**src/rtl/vz_core_pkg.sv**
```systemverilog
// Shared VZ16 core types and register-file sizing constants.
package vz_core_pkg;

    localparam int unsigned VZ_NREG  = 8;
    localparam int unsigned VZ_WIDTH = 16;
    localparam int unsigned VZ_AW    = $clog2(VZ_NREG);

    typedef logic [VZ_AW-1:0]    reg_addr_t;
    typedef logic [VZ_WIDTH-1:0] word_t;

endpackage

```
**src/rtl/vz_wr_prio_match.sv**
```systemverilog
// Matches one address against all write channels; highest enabled channel index wins.
module vz_wr_prio_match #(
    parameter int unsigned WCHA  = 2,
    parameter int unsigned WIDTH = 16,
    parameter int unsigned AW    = 3
) (
    input  logic [AW-1:0]                addr,
    input  logic [WCHA-1:0]              wr_en,
    input  logic [WCHA-1:0][AW-1:0]      wr_addr,
    input  logic [WCHA-1:0][WIDTH-1:0]   wr_data,
    output logic                         hit,
    output logic [WIDTH-1:0]             data
);

    // Ascending scan so a later (higher-index) match overrides earlier ones.
    always_comb begin
        hit  = 1'b0;
        data = '0;
        for (int unsigned c = 0; c < WCHA; c++) begin
            if (wr_en[c] && (wr_addr[c] == addr)) begin
                hit  = 1'b1;
                data = wr_data[c];
            end
        end
    end

endmodule

```
**src/rtl/vz_regfile_sb.sv**
```systemverilog
// Multi-ported VZ16 architectural register file with per-register busy scoreboard.
module vz_regfile_sb
    import vz_core_pkg::*;
#(
    parameter int unsigned NREG   = VZ_NREG,
    parameter int unsigned WIDTH  = VZ_WIDTH,
    parameter int unsigned RCHA   = 4,
    parameter int unsigned WCHA   = 2,
    parameter int unsigned BYPASS = 1,
    localparam int unsigned AW    = $clog2(NREG)
) (
    input  logic                         clk,
    input  logic                         reset_n,
    input  logic [RCHA-1:0][AW-1:0]      rd_addr,
    output logic [RCHA-1:0][WIDTH-1:0]   rd_data,
    output logic [RCHA-1:0]              rd_busy,
    input  logic [WCHA-1:0]              wr_en,
    input  logic [WCHA-1:0][AW-1:0]      wr_addr,
    input  logic [WCHA-1:0][WIDTH-1:0]   wr_data,
    input  logic [WCHA-1:0]              al_en,
    input  logic [WCHA-1:0][AW-1:0]      al_addr,
    output logic [NREG-1:0]              busy_vec,
    output logic                         err_dbl_alloc,
    output logic                         err_wr_idle
);

    logic [NREG-1:0][WIDTH-1:0] regs_q;
    logic [NREG-1:0]            busy_q;
    logic [NREG-1:0]            busy_d;
    logic                       dbl_alloc_q;
    logic                       wr_idle_q;
    logic                       dbl_alloc_c;
    logic                       wr_idle_c;

    logic [NREG-1:0]            reg_hit;
    logic [NREG-1:0][WIDTH-1:0] reg_wdata;
    logic [RCHA-1:0]            byp_hit;
    logic [RCHA-1:0][WIDTH-1:0] byp_data;

    // Per-register write mux: the same match also drives the busy clear.
    for (genvar i = 0; i < NREG; i++) begin : g_reg_match
        vz_wr_prio_match #(.WCHA(WCHA), .WIDTH(WIDTH), .AW(AW)) u_match (
            .addr    (AW'(i)),
            .wr_en   (wr_en),
            .wr_addr (wr_addr),
            .wr_data (wr_data),
            .hit     (reg_hit[i]),
            .data    (reg_wdata[i])
        );
    end

    for (genvar r = 0; r < RCHA; r++) begin : g_rd_match
        vz_wr_prio_match #(.WCHA(WCHA), .WIDTH(WIDTH), .AW(AW)) u_match (
            .addr    (rd_addr[r]),
            .wr_en   (wr_en),
            .wr_addr (wr_addr),
            .wr_data (wr_data),
            .hit     (byp_hit[r]),
            .data    (byp_data[r])
        );
    end

    // Read ports: a same-cycle write both forwards its data and hides the busy bit.
    always_comb begin
        rd_data = '0;
        rd_busy = '0;
        for (int unsigned r = 0; r < RCHA; r++) begin
            if ((BYPASS != 0) && byp_hit[r]) begin
                rd_data[r] = byp_data[r];
                rd_busy[r] = 1'b0;
            end else begin
                rd_data[r] = regs_q[rd_addr[r]];
                rd_busy[r] = busy_q[rd_addr[r]];
            end
        end
    end

    // Scoreboard next state: writeback clears first, then allocation sets.
    always_comb begin
        busy_d      = busy_q & ~reg_hit;
        dbl_alloc_c = 1'b0;
        wr_idle_c   = 1'b0;
        for (int unsigned c = 0; c < WCHA; c++) begin
            if (al_en[c]) begin
                busy_d[al_addr[c]] = 1'b1;
                if (busy_q[al_addr[c]] && !reg_hit[al_addr[c]]) begin
                    dbl_alloc_c = 1'b1;
                end
                for (int unsigned d = c + 1; d < WCHA; d++) begin
                    if (al_en[d] && (al_addr[d] == al_addr[c])) begin
                        dbl_alloc_c = 1'b1;
                    end
                end
            end
            if (wr_en[c] && !busy_q[wr_addr[c]]) begin
                wr_idle_c = 1'b1;
            end
        end
    end

    always_ff @(posedge clk or negedge reset_n) begin
        if (!reset_n) begin
            regs_q <= '0;
        end else begin
            for (int unsigned i = 0; i < NREG; i++) begin
                if (reg_hit[i]) begin
                    regs_q[i] <= reg_wdata[i];
                end
            end
        end
    end

    // Busy bits and sticky error flags; only reset clears the flags.
    always_ff @(posedge clk or negedge reset_n) begin
        if (!reset_n) begin
            busy_q      <= '0;
            dbl_alloc_q <= 1'b0;
            wr_idle_q   <= 1'b0;
        end else begin
            busy_q      <= busy_d;
            dbl_alloc_q <= dbl_alloc_q | dbl_alloc_c;
            wr_idle_q   <= wr_idle_q | wr_idle_c;
        end
    end

    assign busy_vec      = busy_q;
    assign err_dbl_alloc = dbl_alloc_q;
    assign err_wr_idle   = wr_idle_q;

endmodule

```
**config.mk**
```make
export PLATFORM = sky130hd
export DESIGN_NAME = vz_regfile_sb
export DESIGN_NICKNAME = d
export VERILOG_FILES = /design/src/rtl/vz_core_pkg.sv /design/src/rtl/vz_wr_prio_match.sv /design/src/rtl/vz_regfile_sb.sv
export SDC_FILE = /design/constraint.sdc
export NUM_CORES = 1
export LEC_CHECK = 0
export BUFFER_PORTS_ARGS = -buffer_cell sky130_fd_sc_hd__buf_2
export CAP_MARGIN = 20
export CELL_PAD_IN_SITES_DETAIL_PLACEMENT = 1
export CELL_PAD_IN_SITES_GLOBAL_PLACEMENT = 1
export CORE_UTILIZATION = 43
export CTS_BUF_LIST = sky130_fd_sc_hd__clkbuf_2 sky130_fd_sc_hd__clkbuf_4 sky130_fd_sc_hd__clkbuf_8
export DETAILED_ROUTE_END_ITERATION = 8
export PLACE_DENSITY_LB_ADDON = 0.15
export SETUP_SLACK_MARGIN = 0.5
export SYNTH_ARGS = -nofsm -noshare
export SYNTH_HDL_FRONTEND = slang
export SYNTH_SLANG_ARGS = --single-unit
```
**constraint.sdc**
```tcl
create_clock -name clk -period 1.5 [get_ports clk]
set_clock_uncertainty 0.1 [all_clocks]
set_input_delay 0.075 -clock clk [delete_from_list [all_inputs] [get_ports clk]]
set_output_delay 0.075 -clock clk [all_outputs]
set_load 0.01 [all_outputs]
```
==> results.tsv, run 1 <==
metric	value	unit
num_vias	13660	
dpl.cell_count	1814	
final-setup-viol-count	75	
antenna_found_initial	1	
ios	140	
synth_top_family_by_area	multiplexers	
ys_seq_elements	138	
critical_path.startpoint	regs_q[121]	
dr_wl_met3	7289	um
cts_sinks	138	
antenna_left	0	
synth_flop_cell	dfrtp_1	
postSynthAreaPerCell	9.811	um^2
rsz0062_at_grt	true	
cp-start-kind	register	
drc	0	
synth_compound_area_frac	0.1191	
fin_util	0.6334	
cp-end-kind	primary output	
cts-root-buf	clkbuf_8	
yosysSeqAreaShare	0.2780	
core	28090	um^2
die_width	172.0	um
drv_cap	0	
r2r_end	err_dbl_alloc	
stdcell_count	1965	
ir_worst_vdd	0.0007192	V
synth_xor_area_frac	0.01904	
wirelength	65240	um
place_hpwl	35140	um
h-tree-depth	4	
synthMuxAreaShare	0.4215	
maxSlewViolCount	0	
drive_above_1_share	0.4650	
hold-worst-slack	-0.02870	ns
r2r_slack	-0.61	ns
grt_max_degree	35	
cp-endpoint	rd_data[25]	
clkTransAtPathRegs	0.09	ns
portBuffers	139	
viasPerCell	6.952	
drtIter0Drc	1741	
hold_violations	19	
worst_pin_slew	0.5771	ns
routed-wl-met2	30370	um
async_flop_share	1.000	
yosys.area_share.simple	0.1102	
final.setup.tns	-48.57	ns
syn_nets	1328	
violations	hold timing, setup timing	
synth-adder-area-share	0	
die_area	29570	um^2
drtPass1Iterations	7	
yosysUniqueCellTypes	40	
overflow	0	
hold_path.class	input pin to asynchronous set/reset pin	
clockBufferDepth	2	
start_util	0.4422	
worst-path-max-fanout	5	
outcome	complete, but fails checks	
timing.rr.start	busy_vec[2]	
top_layer_used	met5	
leakage	7.558	nW
die_h	172.0	um
min_period	2.506	ns
fmax	399.0	MHz
numCtsBuffers	17	
worstSkewPairLatency	0.49	ns
cellPowerDensity	1066	nW/um^2
nNetsFinal	1636	
wl_met1	22970	um
rows	61	
critPathArrivalTime	2.33	ns
fin_crit_sh	1.671	
wl_per_cell	33.20	um
place_congestion	0.8983	
diodes	0	
setup_ws	-1.006	ns
slew_headroom	0.6153	
yosys_warnings	0	
grt_pass1_wl	89390	um
cts_tree	done	
required	1.32	ns
total_power	18.96	mW
grt_usage	0.4197	
grt_pass1_vias	13944	
syn_area	12420	um^2
fillerInstances	2983	
synthCells	1266	
area.growth.synth_to_final	43.23	%
reg2reg_depth	7	
path_class	register to primary output	
synth_edf_count	0	
==> per-layer routing <==
| metal | vias up | global-route usage |
|---|---|---|
| met1 | 6814 | 0.5060 |
| li1 | 5330 | - |
| met2 | 1153 | 0.6662 |
| met5 | - | 0 |
| met3 | 361 | 0.1135 |
| met4 | 2 | 0.2659 |
==> repair_timing <==
item / CTS / global route
buffers inserted: 39 / 20
setup endpoints to repair: 198 / 216
gates cloned: 7 / 0
endpoints found under the hold margin: 271 / 1
pin swaps: 118 / 50
resized for setup: 200 / 154
hold buffers: 52 / 1
==> power by group <==
part,leakage (nW),switching (mW),internal (mW),total (mW)
registers,1.57,1.37,4.58,5.94
logic,5.77,4.43,4.86,9.29
clock network,0.217,1.77,1.96,3.73
==> worst min-delay path by stage <==
stage                       start  cells after the start          end
final                     reset_n                      2   regs_q[81]
after global routing      reset_n                      2   regs_q[81]
after CTS                 reset_n                      2   regs_q[81]
after detailed placement  reset_n                      1   regs_q[81]
after global placement    reset_n                      1   regs_q[81]
after floorplan           reset_n                      0  busy_vec[0]
==> worst max-delay path: stages, from the launching register on <==
cell     delay, ns
dfrtp_1       0.43
mux4_2        0.51
mux2i_1       0.43
nand2_1       0.11
o21ai_1       0.12
o21ai_1       0.10
buf_2         0.15
==> cells in the final DEF, fill, tap and decap left out, drive strengths merged, types with 2 or more instances in the layout <==
cell	instances
nand2	206
a21oi	65
xor2	10
and4bb	3
o221ai	6
nand2b	5
dfrtp	138
bufinv	4
clkinv	3
nand4	6
nor4b	2
clkinvlp	4
nand3	7
mux4	144
dlygate4sd3	46
buf	388
nor2	72
nor4bb	3
nor3	10
nand4b	6
a221o	2
o211a	2
inv	5
mux2i	199
dlymetal6s4s	7
clkbuf	21
xnor2	17
o21ai	193
==> area by class of cell <==
cell class	instances	area (um^2)	share of cell area
clock buffer	21	282.8	0.01590
clock inverter	11	168.9	0.009495
inverter	5	18.77	0.001055
multi-input combinational	971	9064	0.5095
sequential	138	3511	0.1974
tap	378	473.0	0.02659
timing repair buffer	441	4272	0.2401
==> Yosys cell counts (3+ instances only) <==
master | number | share of area
nand2b_1 | 5 | 0.0025
nand4b_1 | 6 | 0.0042
buf_1 | 5 | 0.0015
o221ai_1 | 6 | 0.0042
buf_2 | 41 | 0.017
dfrtp_1 | 138 | 0.28
inv_1 | 5 | 0.0015
nand2_1 | 206 | 0.062
xnor2_1 | 17 | 0.012
nor2_1 | 72 | 0.022
mux4_2 | 144 | 0.26
o21ai_0 | 193 | 0.078
xor2_1 | 10 | 0.0071
a21oi_1 | 65 | 0.026
clkbuf_1 | 104 | 0.031
mux2i_1 | 199 | 0.16
nor3_1 | 10 | 0.0040
nor4bb_1 | 3 | 0.0024
nand4_1 | 6 | 0.0030
nand3_1 | 7 | 0.0028
==> cells by family after synthesis <==
group                  Yosys count
buffers and inverters          157
AO/OA/AOI/OAI                  279
AND/OR/NAND/NOR                322
flip-flops                     138
multiplexers                   343
XOR/XNOR                        27
==> registers in the layout, indices dropped and copies added, names as in the netlist <==
register,flops
err_wr_idle,1
busy_vec,8
regs_q,128
err_dbl_alloc,1
==> stage by stage <==
step | instance area [um^2] | worst slack [ns]
CTS | 17050 | -0.7806
global route | 17790 | -1.118
floorplan | 13060 | -0.2090
global placement | 14980 | -0.4548
finish | 17790 | -1.006
detailed placement | 14980 | -0.4243
Note: power is estimated with default switching activity, not from simulation.
==> run 2: changes to the inputs <==
--- a/config.mk
+++ b/config.mk
@@ -9,7 +9,7 @@
 export CAP_MARGIN = 20
 export CELL_PAD_IN_SITES_DETAIL_PLACEMENT = 1
 export CELL_PAD_IN_SITES_GLOBAL_PLACEMENT = 1
-export CORE_UTILIZATION = 43
+export CORE_UTILIZATION = 40
 export CTS_BUF_LIST = sky130_fd_sc_hd__clkbuf_2 sky130_fd_sc_hd__clkbuf_4 sky130_fd_sc_hd__clkbuf_8
 export DETAILED_ROUTE_END_ITERATION = 8
 export PLACE_DENSITY_LB_ADDON = 0.15
==> run 2 against run 1 <==
Compared with the run above: the flow still finishes with violations (hold timing, setup timing); wire length fell by 7.9%; worst setup slack improved by 0.15 ns; hold slack lost 0.068 ns; critical path type unchanged; utilization down 5.7 points; highest routed layer is now met4; clock-buffer cell count is 3 lower; flip-flop and latch count did not move; sequential share of layout area rose by 0.086 points; via count shrank 4.8%; register-to-register slack gained 0.15 ns.
==> results.tsv, run 2 (same netlist as run 1, synthesis figures left out) <==
metric	value	unit	change
outcome	complete, but fails checks		
violations	hold timing, setup timing		
num_vias	13005		-4.8%
slew_headroom	0.5524		-0.06287
internal_power	10.79	mW	-5.3%
rows	64		+4.9%
hold_violations	20		+1
leakage	7.599	nW	+0.54%
cp-end-kind	primary output		
clkTransAtPathRegs	0.10	ns	about the same
grt_pass1_vias	12839		-7.9%
ir_worst_vdd	0.0008304	V	+15%
cts_tree	done		
critPathArrivalTime	2.18	ns	-0.15 ns
hold-worst-slack	-0.09655	ns	-0.06785 ns
cp-start-kind	register		
place_area	14550	um^2	-2.9%
final_common_cell	nand2_1		
grt_pass1_wl	83030	um	-7.1%
mostFrequentLayoutCells	nand2_1, mux2i_1, mux4_2, o21ai_1, buf_2		
antenna_found_initial	0		-1
hold_path.class	input pin to asynchronous set/reset pin		
drtIter0Drc	1555		-11%
p_seq_frac	0.324		+0.011
grt_max_degree	44		+26%
r2r_end	err_dbl_alloc		
drc	0		unchanged
clockBufferDepth	2		unchanged
die_width	178.2	um	+3.6%
maxSlewViolCount	0		unchanged
wirelength	60110	um	-7.9%
largest_reg_flops	128		unchanged
r2r_slack	-0.46	ns	+0.15 ns
required	1.32	ns	about the same
fillerInstances	3241		+8.6%
nNetsFinal	1598		-2.3%
overflow	0		unchanged
fmax	424.9	MHz	+6.5%
switchingPower	7.099	mW	-6.2%
final_area	17620	um^2	-0.93%
cts_sinks	138		unchanged
place_ws	-0.3474	ns	+0.07692 ns
power_frac_clock	0.194		-0.003
grt_usage	0.3608		-0.05893
drtPass1Iterations	5		-2
drive_above_1_share	0.4616		-0.003440
ios	140		unchanged
core	30590	um^2	+8.9%
area.growth.synth_to_final	41.90	%	
fin_crit_sh	1.569		-0.1018
die_h	178.2	um	+3.6%
portBuffers	139		unchanged
fin_util	0.5762		-0.05721
path_class	register to primary output		
rsz0062_at_grt	true		
final-setup-viol-count	71		-5.3%
comb_power_share	0.482		-0.008
total_power	17.89	mW	-5.7%
cellPowerDensity	1015	nW/um^2	-4.8%
reg2reg_depth	6		-1
viasPerCell	6.686		-3.8%
cts-root-buf	clkbuf_8		
drv_cap	0		unchanged
dpl.cell_count	1780		-1.9%
die_area	31760	um^2	+7.4%
largest-register	regs_q		
stdcell_count	1945		-1.0%
numCtsBuffers	17		unchanged
switching_share	0.3968		-0.002101
setup_ws	-0.8537	ns	+0.1527 ns
worstSkewPairLatency	0.51	ns	+0.02 ns
antenna_left	0		unchanged
place_hpwl	34640	um	-1.4%
worst_pin_slew	0.6714	ns	+0.09430 ns
worst-path-max-fanout	5		unchanged
start_util	0.4060		-0.03618
min_period	2.354	ns	-0.1527 ns
h-tree-depth	4		unchanged
place_congestion	0.9136		+1.7%
timing.rr.start	busy_vec[0]		
diodes	0		unchanged
postCtsHoldBufs	50		-3.8%
wl_per_cell	30.90	um	-6.9%
-- run 2: cell types whose count changed in the layout (fill, tap and decap cells not counted), sizes merged --
| cell | delta |
|---|---|
| buf | -41 |
| dlymetal6s4s | +19 |
| clkinvlp | -1 |
| bufinv | -1 |
| inv | +3 |
| dlygate4sd3 | -22 |
| clkinv | +2 |
| clkbuf | +3 |
-- run 2: through the flow --
step | TNS (ns) | hold slack, ns
2_1_floorplan | -0.2090 | -0.3206
3_3_place_gp | -23.32 | -0.1263
3_5_place_dp | -28.24 | -0.1303
4_1_cts | -44.35 | -0.09723
5_1_grt | -51.57 | -0.1026
6_report | -45.57 | -0.09655
-- run 2: worst max path at each step --
| stage | from | cells after the start | to |
|---|---|---|---|
| 6_report | regs_q[47] | 6 | rd_data[15] |
| 5_1_grt | regs_q[127] | 6 | rd_data[15] |
| 4_1_cts | regs_q[95] | 6 | rd_data[63] |
| 3_5_place_dp | rd_addr[3] | 10 | rd_data[30] |
| 3_3_place_gp | wr_addr[3] | 7 | err_dbl_alloc |
| 2_1_floorplan | wr_addr[1] | 6 | err_dbl_alloc |
-- run 2: area by class of cell --
| class | count | area [um^2] | area share |
|---|---|---|---|
| tap | 396 | 495.5 | 0.02811 |
| clock buffer | 18 | 241.5 | 0.01370 |
| timing repair buffer | 403 | 4114 | 0.2334 |
| clock inverter | 14 | 171.4 | 0.009726 |
| sequential | 138 | 3493 | 0.1982 |
| multi-input combinational | 971 | 9090 | 0.5158 |
| inverter | 5 | 18.77 | 0.001065 |
-- run 2: metal layers --
layer,up-vias,global-route usage,part of all wire
met3,230,0.05307,0.084
met1,6683,0.4663,0.38
met5,-,0,0
met2,843,0.5939,0.48
li1,5249,-,-
met4,0,0.1741,0.054
-- run 2: critical path, cell delays in order (launching register included) --
cell	delay, ns
dfrtp_2	0.48
mux4_2	0.50
mux2i_2	0.26
nand2_1	0.10
o21ai_1	0.10
o21ai_1	0.09
buf_2	0.15
-- run 2: what timing repair did --
| item | CTS | global route |
|---|---|---|
| resized for setup | 167 | 244 |
| hold endpoints to repair | 276 | 21 |
| buffers inserted | 40 | 34 |
| endpoints found under the setup margin | 189 | 210 |
| gates cloned | 5 | 4 |
| pin swaps | 93 | 56 |
-- run 2: power by group through the flow --
stage	clock, mW	combinational, mW	sequential [mW]
floorplan	0	4.72	5.30
global placement	0	6.78	5.54
detailed placement	0	6.94	5.66
CTS	3.45	7.73	5.60
global route	3.61	9.12	5.87
finish	3.48	8.62	5.80
